==> src/rtl/ud_count_monitor.sv <==
// Watches a 4-bit up/down counter: counts wraps, flags direction changes and illegal steps.
// Optional hold/stall detector is built only when UD_MON_STALL_DET_EN is defined.
module ud_count_monitor #(
    parameter int unsigned STALL_LIMIT = 8
) (
    input  logic       Clk,
    input  logic       reset,
    input  logic       UpOrDown,
    input  logic [3:0] Count,
    input  logic       clr,
    output logic [7:0] wrap_up_cnt,
    output logic [7:0] wrap_dn_cnt,
    output logic       wrap_pulse,
    output logic       dir_chg,
    output logic       step_err,
    output logic       stall
);

    typedef enum logic [1:0] {
        ST_INIT  = 2'd0,
        ST_TRACK = 2'd1,
        ST_FAULT = 2'd2
    } state_e;

    state_e     state_q, state_d;
    logic [3:0] prev_cnt_q;
    logic       prev_dir_q;
    logic [7:0] wrap_up_q, wrap_up_d;
    logic [7:0] wrap_dn_q, wrap_dn_d;
    logic       wrap_pulse_q, wrap_pulse_d;
    logic       dir_chg_q, dir_chg_d;
    logic       step_err_q, step_err_d;

    logic [3:0] cnt_inc_s;
    logic [3:0] cnt_dec_s;
    logic       is_hold_s;
    logic       up_step_s;
    logic       dn_step_s;
    logic       step_legal_s;
    logic       up_wrap_s;
    logic       dn_wrap_s;

    function automatic logic [7:0] sat_inc8(input logic [7:0] v);
        return (v == 8'hFF) ? v : v + 8'd1;
    endfunction

    // Step classification of the current Count against last edge's sample.
    always_comb begin
        cnt_inc_s    = prev_cnt_q + 4'd1;
        cnt_dec_s    = prev_cnt_q - 4'd1;
        is_hold_s    = (Count == prev_cnt_q);
        up_step_s    = prev_dir_q && (Count == cnt_inc_s);
        dn_step_s    = !prev_dir_q && (Count == cnt_dec_s);
        step_legal_s = is_hold_s || up_step_s || dn_step_s;
        up_wrap_s    = up_step_s && (prev_cnt_q == 4'hF);
        dn_wrap_s    = dn_step_s && (prev_cnt_q == 4'h0);
    end

    // Next-state and statistics update; clr overrides every event.
    always_comb begin
        state_d      = state_q;
        wrap_up_d    = wrap_up_q;
        wrap_dn_d    = wrap_dn_q;
        wrap_pulse_d = 1'b0;
        dir_chg_d    = 1'b0;
        step_err_d   = step_err_q;
        if (clr) begin
            state_d    = ST_INIT;
            wrap_up_d  = 8'd0;
            wrap_dn_d  = 8'd0;
            step_err_d = 1'b0;
        end else begin
            case (state_q)
                ST_INIT: begin
                    state_d = ST_TRACK;
                end
                ST_TRACK: begin
                    dir_chg_d = (UpOrDown != prev_dir_q);
                    if (!step_legal_s) begin
                        step_err_d = 1'b1;
                        state_d    = ST_FAULT;
                    end else if (up_wrap_s) begin
                        wrap_up_d    = sat_inc8(wrap_up_q);
                        wrap_pulse_d = 1'b1;
                    end else if (dn_wrap_s) begin
                        wrap_dn_d    = sat_inc8(wrap_dn_q);
                        wrap_pulse_d = 1'b1;
                    end else begin
                        wrap_pulse_d = 1'b0;
                    end
                end
                ST_FAULT: begin
                    state_d = ST_FAULT;
                end
                default: begin
                    state_d = ST_INIT;
                end
            endcase
        end
    end

    // Main state, sample and output registers.
    always_ff @(posedge Clk or posedge reset) begin
        if (reset) begin
            state_q      <= ST_INIT;
            prev_cnt_q   <= 4'd0;
            prev_dir_q   <= 1'b0;
            wrap_up_q    <= 8'd0;
            wrap_dn_q    <= 8'd0;
            wrap_pulse_q <= 1'b0;
            dir_chg_q    <= 1'b0;
            step_err_q   <= 1'b0;
        end else begin
            state_q      <= state_d;
            prev_cnt_q   <= Count;
            prev_dir_q   <= UpOrDown;
            wrap_up_q    <= wrap_up_d;
            wrap_dn_q    <= wrap_dn_d;
            wrap_pulse_q <= wrap_pulse_d;
            dir_chg_q    <= dir_chg_d;
            step_err_q   <= step_err_d;
        end
    end

    assign wrap_up_cnt = wrap_up_q;
    assign wrap_dn_cnt = wrap_dn_q;
    assign wrap_pulse  = wrap_pulse_q;
    assign dir_chg     = dir_chg_q;
    assign step_err    = step_err_q;

`ifdef UD_MON_STALL_DET_EN
    logic [7:0] hold_cnt_q, hold_cnt_d;
    logic       stall_q, stall_d;

    // Hold-run counter; only legal holds while tracking extend the run.
    always_comb begin
        hold_cnt_d = 8'd0;
        stall_d    = 1'b0;
        if (!clr && (state_q == ST_TRACK) && is_hold_s) begin
            hold_cnt_d = sat_inc8(hold_cnt_q);
            stall_d    = (hold_cnt_d >= STALL_LIMIT[7:0]);
        end else begin
            hold_cnt_d = 8'd0;
            stall_d    = 1'b0;
        end
    end

    // Stall detector registers.
    always_ff @(posedge Clk or posedge reset) begin
        if (reset) begin
            hold_cnt_q <= 8'd0;
            stall_q    <= 1'b0;
        end else begin
            hold_cnt_q <= hold_cnt_d;
            stall_q    <= stall_d;
        end
    end

    assign stall = stall_q;
`else
    assign stall = 1'b0;
`endif

endmodule
==> config.mk <==
export PLATFORM = sky130hd
export DESIGN_NAME = ud_count_monitor
export DESIGN_NICKNAME = d
export VERILOG_FILES = /design/src/rtl/ud_count_monitor.sv
export SDC_FILE = /design/constraint.sdc
export NUM_CORES = 1
export LEC_CHECK = 0
export BUFFER_PORTS_ARGS = -buffer_cell sky130_fd_sc_hd__buf_4
export CAP_MARGIN = 20
export CORE_MARGIN = 2
export CORE_UTILIZATION = 40
export CTS_CLUSTER_DIAMETER = 50
export DETAILED_ROUTE_END_ITERATION = 8
export GPL_TIMING_DRIVEN = 0
export SLEW_MARGIN = 20
export SYNTH_ARGS = -nofsm -noshare
export SYNTH_HDL_FRONTEND = slang
export SYNTH_SLANG_ARGS = --single-unit
==> constraint.sdc <==
create_clock -name Clk -period 3.1 [get_ports Clk]
set_clock_uncertainty 0.1 [all_clocks]
set_input_delay 0.465 -clock Clk [delete_from_list [all_inputs] [get_ports Clk]]
set_output_delay 0.465 -clock Clk [all_outputs]
set_load 0.1 [all_outputs]
# After elaboration in Yosys (flattened, before gate mapping)
# Index checks and enable logic that the tools add are counted.
# Widths: inputs -> output; s select.
dict set report totals {
  regBits 26
  in_bits 8
  out_inout_bits 20
  elab_cells 66
}
dict set report op_classes {
  n_addsub 4
  n_eq_ne 14
  muxes 24
  reduce_logical 16
}
# cell count
set ops {}
lappend ops {{$mux 8} 11}
lappend ops {{$add 8x1->8 const B} 2}
lappend ops {{$eq 8x8->1 const B} 2}
lappend ops {{$eq 4x4->1} 3}
lappend ops {{$mux 1} 10}
lappend ops {{$ne 2x2->1 const B} 4}
lappend ops {{$reduce_bool 2->1} 4}
lappend ops {{$pmux 2 s3} 1}
lappend ops {{$reduce_and 5->1} 1}
lappend ops {{$add 4x1->4 const B} 1}
lappend ops {{$eq 4x4->1 const B} 1}
lappend ops {{$logic_and 1x1->1} 4}
lappend ops {{$logic_not 4->1} 1}
lappend ops {{$mux 2} 2}
lappend ops {{$reduce_and 4->1} 1}
lappend ops {{$sub 4x1->4 const B} 1}
lappend ops {{$ne 3x3->1 const B} 1}
lappend ops {{$eq 2x1->1 const B} 1}
lappend ops {{$eq 2x2->1 const B} 1}
lappend ops {{$logic_not 2->1} 1}
lappend ops {{$logic_or 1x1->1} 2}
lappend ops {{$reduce_and 2->1} 1}
lappend ops {{$logic_not 1->1} 1}
lappend ops {{$ne 1x1->1} 1}

# Longest topological paths before layout
dict set report logic_depth {
  ltp_word 9
  mapped_depth 9
  mapped_depth_nobuf 7
}

# Worst setup path after synthesis
# Ideal clock, no wire load.
dict set report synth_path {
  path_kind {reg2reg}
  from {register wrap_dn_q[0] (netlist: wrap_dn_cnt[0])}
  to {register wrap_dn_q[6] (netlist: wrap_dn_cnt[6])}
  setup_time_ns 0.125
  arrival_time_ns 2.357
  required_time_ns 2.875
  path_slack_ns 0.518
  path_stages_with_launch 8
  path_buffers 1
  synth_period_minus_slack_ns 2.582
  path_cell_list {dfrtp_1 ha_1 and3_1 a31oi_1 and3_1 buf_2 nand4_1 mux2_2}
}
dict set report synth_via {
  elab_chain_cells 7
  word_cells_on_any_way 10
  cone_classes {1 x add/sub; 2 x eq/ne; 6 x mux; 1 x reduce/logical}
}
# item line
set synth_lines {}
lappend synth_lines {{start: declaration} 29} ;# logic [7:0] wrap_dn_q, wrap_dn_d;
lappend synth_lines {{start signal: assignment} 118} ;# wrap_dn_q <= wrap_dn_d;
lappend synth_lines {{$add 8x1->8} 44} ;# return (v == 8'hFF) ? v : v + 8'd1;
lappend synth_lines {{$mux 8} 44}
lappend synth_lines {{$mux 8} 85} ;# end else if (dn_wrap_s) begin
lappend synth_lines {{$mux 8} 82} ;# end else if (up_wrap_s) begin
lappend synth_lines {{$mux 8} 79} ;# if (!step_legal_s) begin
lappend synth_lines {{$mux 8} 73} ;# case (state_q)
lappend synth_lines {{$mux 8} 67} ;# if (clr) begin
# Several ways; a longest one is shown, not always the timed one. The select of a mux whose other input is x is not followed.
# A chain may end at the register's enable or synchronous reset.

# Final worst setup path
dict set report layout_path {
  from {register prev_cnt_q[0]}
  to {register wrap_up_q[3] (netlist: wrap_up_cnt[3])}
}
dict set report layout_via {
  elab_chain_cells 7
  word_cells_on_any_way 14
  cone_classes {2 x add/sub; 4 x eq/ne; 8 x reduce/logical}
}
# item line
set layout_lines {}
lappend layout_lines {{start: declaration} 26} ;# logic [3:0] prev_cnt_q;
lappend layout_lines {{start signal: assignment} 115} ;# prev_cnt_q <= Count;
lappend layout_lines {{$add 4x1->4} 49} ;# cnt_inc_s = prev_cnt_q + 4'd1;
lappend layout_lines {{$eq 4x4->1} 52} ;# up_step_s = prev_dir_q && (Count == cnt_inc_s);
lappend layout_lines {{$logic_and 1x1->1} 52}
lappend layout_lines {{$logic_or 1x1->1 (2 in a row)} 54} ;# step_legal_s = is_hold_s || up_step_s || dn_step_s;
lappend layout_lines {{$reduce_bool 2->1 (no line)} n/a}
lappend layout_lines {{$reduce_and 4->1 (no line) (*)} n/a}
lappend layout_lines {{end signal: assignment} 117} ;# wrap_up_q <= wrap_up_d;
lappend layout_lines {{end: declaration} 28} ;# logic [7:0] wrap_up_q, wrap_up_d;
# Mark *: on every way between the ends. The rest lies on a longest branch, timed or not.

==> results.ini <==
[floorplanning]
die_width_um = 65.2
core_area_mm2 = 0.00363
rows = 22
initial_core_util_pct = 41.2
dieArea_mm2 = 0.00425
fp.dieH_um = 65.2
ioPinCount = 28

[worst_setup_path]
slowest_stage = or4_4
cp.arrival_ns = 2.84
path_class = register to register
start_kind = register
endpoint_kind = register
reg2reg_slack_ns = 0.36
timing.rr.start = prev_cnt_q[0]
reg2reg_to = wrap_up_cnt[3]
cpPeakStageDelay_ns = 0.57
crit_chain = buf_4 > inv_1 > ha_1 > xnor2_1 > nand3_1 > or4_4 > buf_6 > or3_1 > a21oi_1
worstPathMaxFanout = 10
critPathRequiredTime_ns = 3.20
reg2reg_depth = 9

[route]
drc_errors = 0
avgViaCountPerCell = 5.20
dr_total_vias = 1190
wl_um = 2940
firstDrtPassIters = 4
ant_nets = 0
wire_per_inst_um = 12.8
drtIter0Drc = 37

[timing]
finalSetupViolCount = 0
rsz0062_at_grt = false
fmax_mhz = 365
worstMarginPinSlew_ns = 0.591
hold_viol = 0
finalSetupTns_ns = 0
period_needed_ns = 2.74
slew_headroom_pct = 60.3
min_period_over_period_pct = 88.3
slew_violations = 0

[clock_network]
cts_hold_buf = 0
ctsHtreeMaxLevel = 1
clkLatencyLatePin_ns = 0.27
cts_setup_buffers = 0
cts-resized-gates = 0
cts_num_sinks = 26
cts_tree = built
numCtsBuffers = 3
cts-root-buf = clkbuf_8
clkTransAtPathRegs_ns = 0.10
clockBufferDepth = 2

[yosys]
synth.avg_cell_area_um2 = 9.98
yosysSeqAreaShare_pct = 43.5
yosysUniqueCellTypes = 38
synth-edff-count = 0
synth_seq_cells = 26
synthesis.area_mm2 = 0.00150
synth_nets = 165
synth_cells = 150
ys.flop_type = dfrtp_1
synth_warnings = 0
synthArstFlopShare_pct = 100

[global_routing]
grt_pass1_wl_um = 5120
overflow = 0
first_global_vias = 1153
antenna_found_initial = 0
grt.total_usage_pct = 15.1
grt_max_degree = 27

[cells_and_area]
antenna_cells = 0
final_layout_size_suffix_gt1_share_pct = 22.1
final_common_cell = buf_4
post_layout_nonfiller_instances = 229
fin_nets = 197
syn2layout_area_growth_pct = 22.8
final_cell_mix = 28 x buf_4, 26 x dfrtp_1, 12 x nor2_1

[power_and_ir_drop]
power_density_mw_per_mm2 = 444
p_leak_uw = 0.000834
ir_worst_vdd_mv = 0.310

[placement]
dp_hpwl_um = 2240
place.gp.congestion = 0.907
io_buffers = 26
dpl.cell_count = 224

[flow_run]
drv_cap = 0

[worst_hold_path]
hold_path.class = input port to asynchronous set/reset pin

[run_status]
outcome = finished clean

-- flip-flops by register name (all words and copies together), names as in the netlist --
| name | cells |
|---|---|
| dir_chg | 1 |
| prev_cnt_q | 4 |
| prev_dir_q | 1 |
| state_q | 2 |
| step_err | 1 |
| wrap_dn_cnt | 8 |
| wrap_pulse | 1 |
| wrap_up_cnt | 8 |
-- critical path: cells and delay by family (launching register included) --
family                     cells  cell delay (ns)
and+or+nand+nor                3             1.06
buffers and inverters          3             0.38
DFF                            1             0.37
adders and majority gates      1             0.31
xor gates and xnor gates       1             0.30
AOI/OAI and AO/OA              1             0.15
-- worst max-delay path by stage --
stage	startpoint	end	slack, ns	cells past startpoint
2_1_floorplan	wrap_dn_cnt[0]	wrap_dn_cnt[6]	0.52	7
3_3_place_gp	prev_cnt_q[0]	wrap_up_cnt[2]	0.43	9
3_5_place_dp	prev_cnt_q[0]	wrap_up_cnt[3]	0.38	9
4_1_cts	prev_cnt_q[0]	wrap_up_cnt[3]	0.36	9
5_1_grt	prev_cnt_q[0]	wrap_up_cnt[3]	0.15	9
6_report	prev_cnt_q[0]	wrap_up_cnt[3]	0.36	9
-- synth_stat cells, types with 2 or more instances --
master	instances	share of area, %
a21oi_1	11	3.7
and3_1	4	1.7
and4b_1	2	1.3
buf_4	2	1.0
clkbuf_1	2	0.50
dfrtp_1	26	43
ha_1	7	5.9
inv_1	10	2.5
mux2i_1	4	2.7
nand2_1	5	1.3
nand2b_1	5	2.1
nand3_1	6	2.0
nand4_1	4	1.7
nor2_1	12	3.0
nor3_1	3	1.0
o21ai_0	5	1.7
o31ai_1	4	2.0
or3_1	4	1.7
or4_1	4	2.0
xnor2_1	7	4.1
xor2_1	6	3.5
-- cell families (layout without fill, tap and decap cells) --
logic type	Yosys count	count (layout)	share of synthesized area, %
muxes	5	5	3.43
buffers and inverters	17	48	5.43
and+or+nand+nor	54	54	21.2
AOI/OAI and AO/OA	25	25	10.1
DFF	26	26	43.5
adders and majority gates	7	7	5.85
other	1	1	0.251
xor gates and xnor gates	15	15	10.3
-- layer usage --
| layer | GRT usage, % | wire length, um | up-vias | part of all wire, % |
|---|---|---|---|---|
| li1 | - | - | 587 | - |
| met1 | 20.9 | 1420 | 575 | 48 |
| met5 | 0 | 0 | - | 0 |
| met2 | 24.9 | 1390 | 24 | 47 |
| met3 | 2.23 | 100 | 4 | 3.4 |
| met4 | 3.91 | 30 | 0 | 1.0 |
-- where the power goes --
| group | internal, uW | switching, uW | total, uW |
|---|---|---|---|
| sequential | 355 | 11.8 | 367 |
| clock | 173 | 111 | 284 |
| combinational | 56.9 | 108 | 165 |
-- final cells by class --
cell class	instances	area [um2]
Multi-Input combinational cell	107	764
Timing Repair Buffer	27	210
Clock buffer	3	41.3
Fill cell	364	1800
Clock inverter	1	30.0
Buffer	7	43.8
Tap cell	48	60.1
Inverter	10	37.5
Sequential cell	26	651
-- metrics by stage --
step | total power [uW] | util [%] | setup WS (ns) | hold WS (ns) | cell area [um2]
4_1_cts | 823 | 50.2 | 0.360 | 0.208 | 1820
2_1_floorplan | 497 | - | 0.518 | 0.396 | 1500
3_5_place_dp | 537 | 48.2 | 0.377 | 0.428 | 1750
6_report | 815 | 50.6 | 0.363 | 0.0788 | 1840
5_1_grt | 859 | 50.6 | 0.146 | 0.102 | 1840
3_3_place_gp | 532 | 48.2 | 0.431 | 0.428 | 1750
No activity file was read; power rests on OpenSTA's default activity.
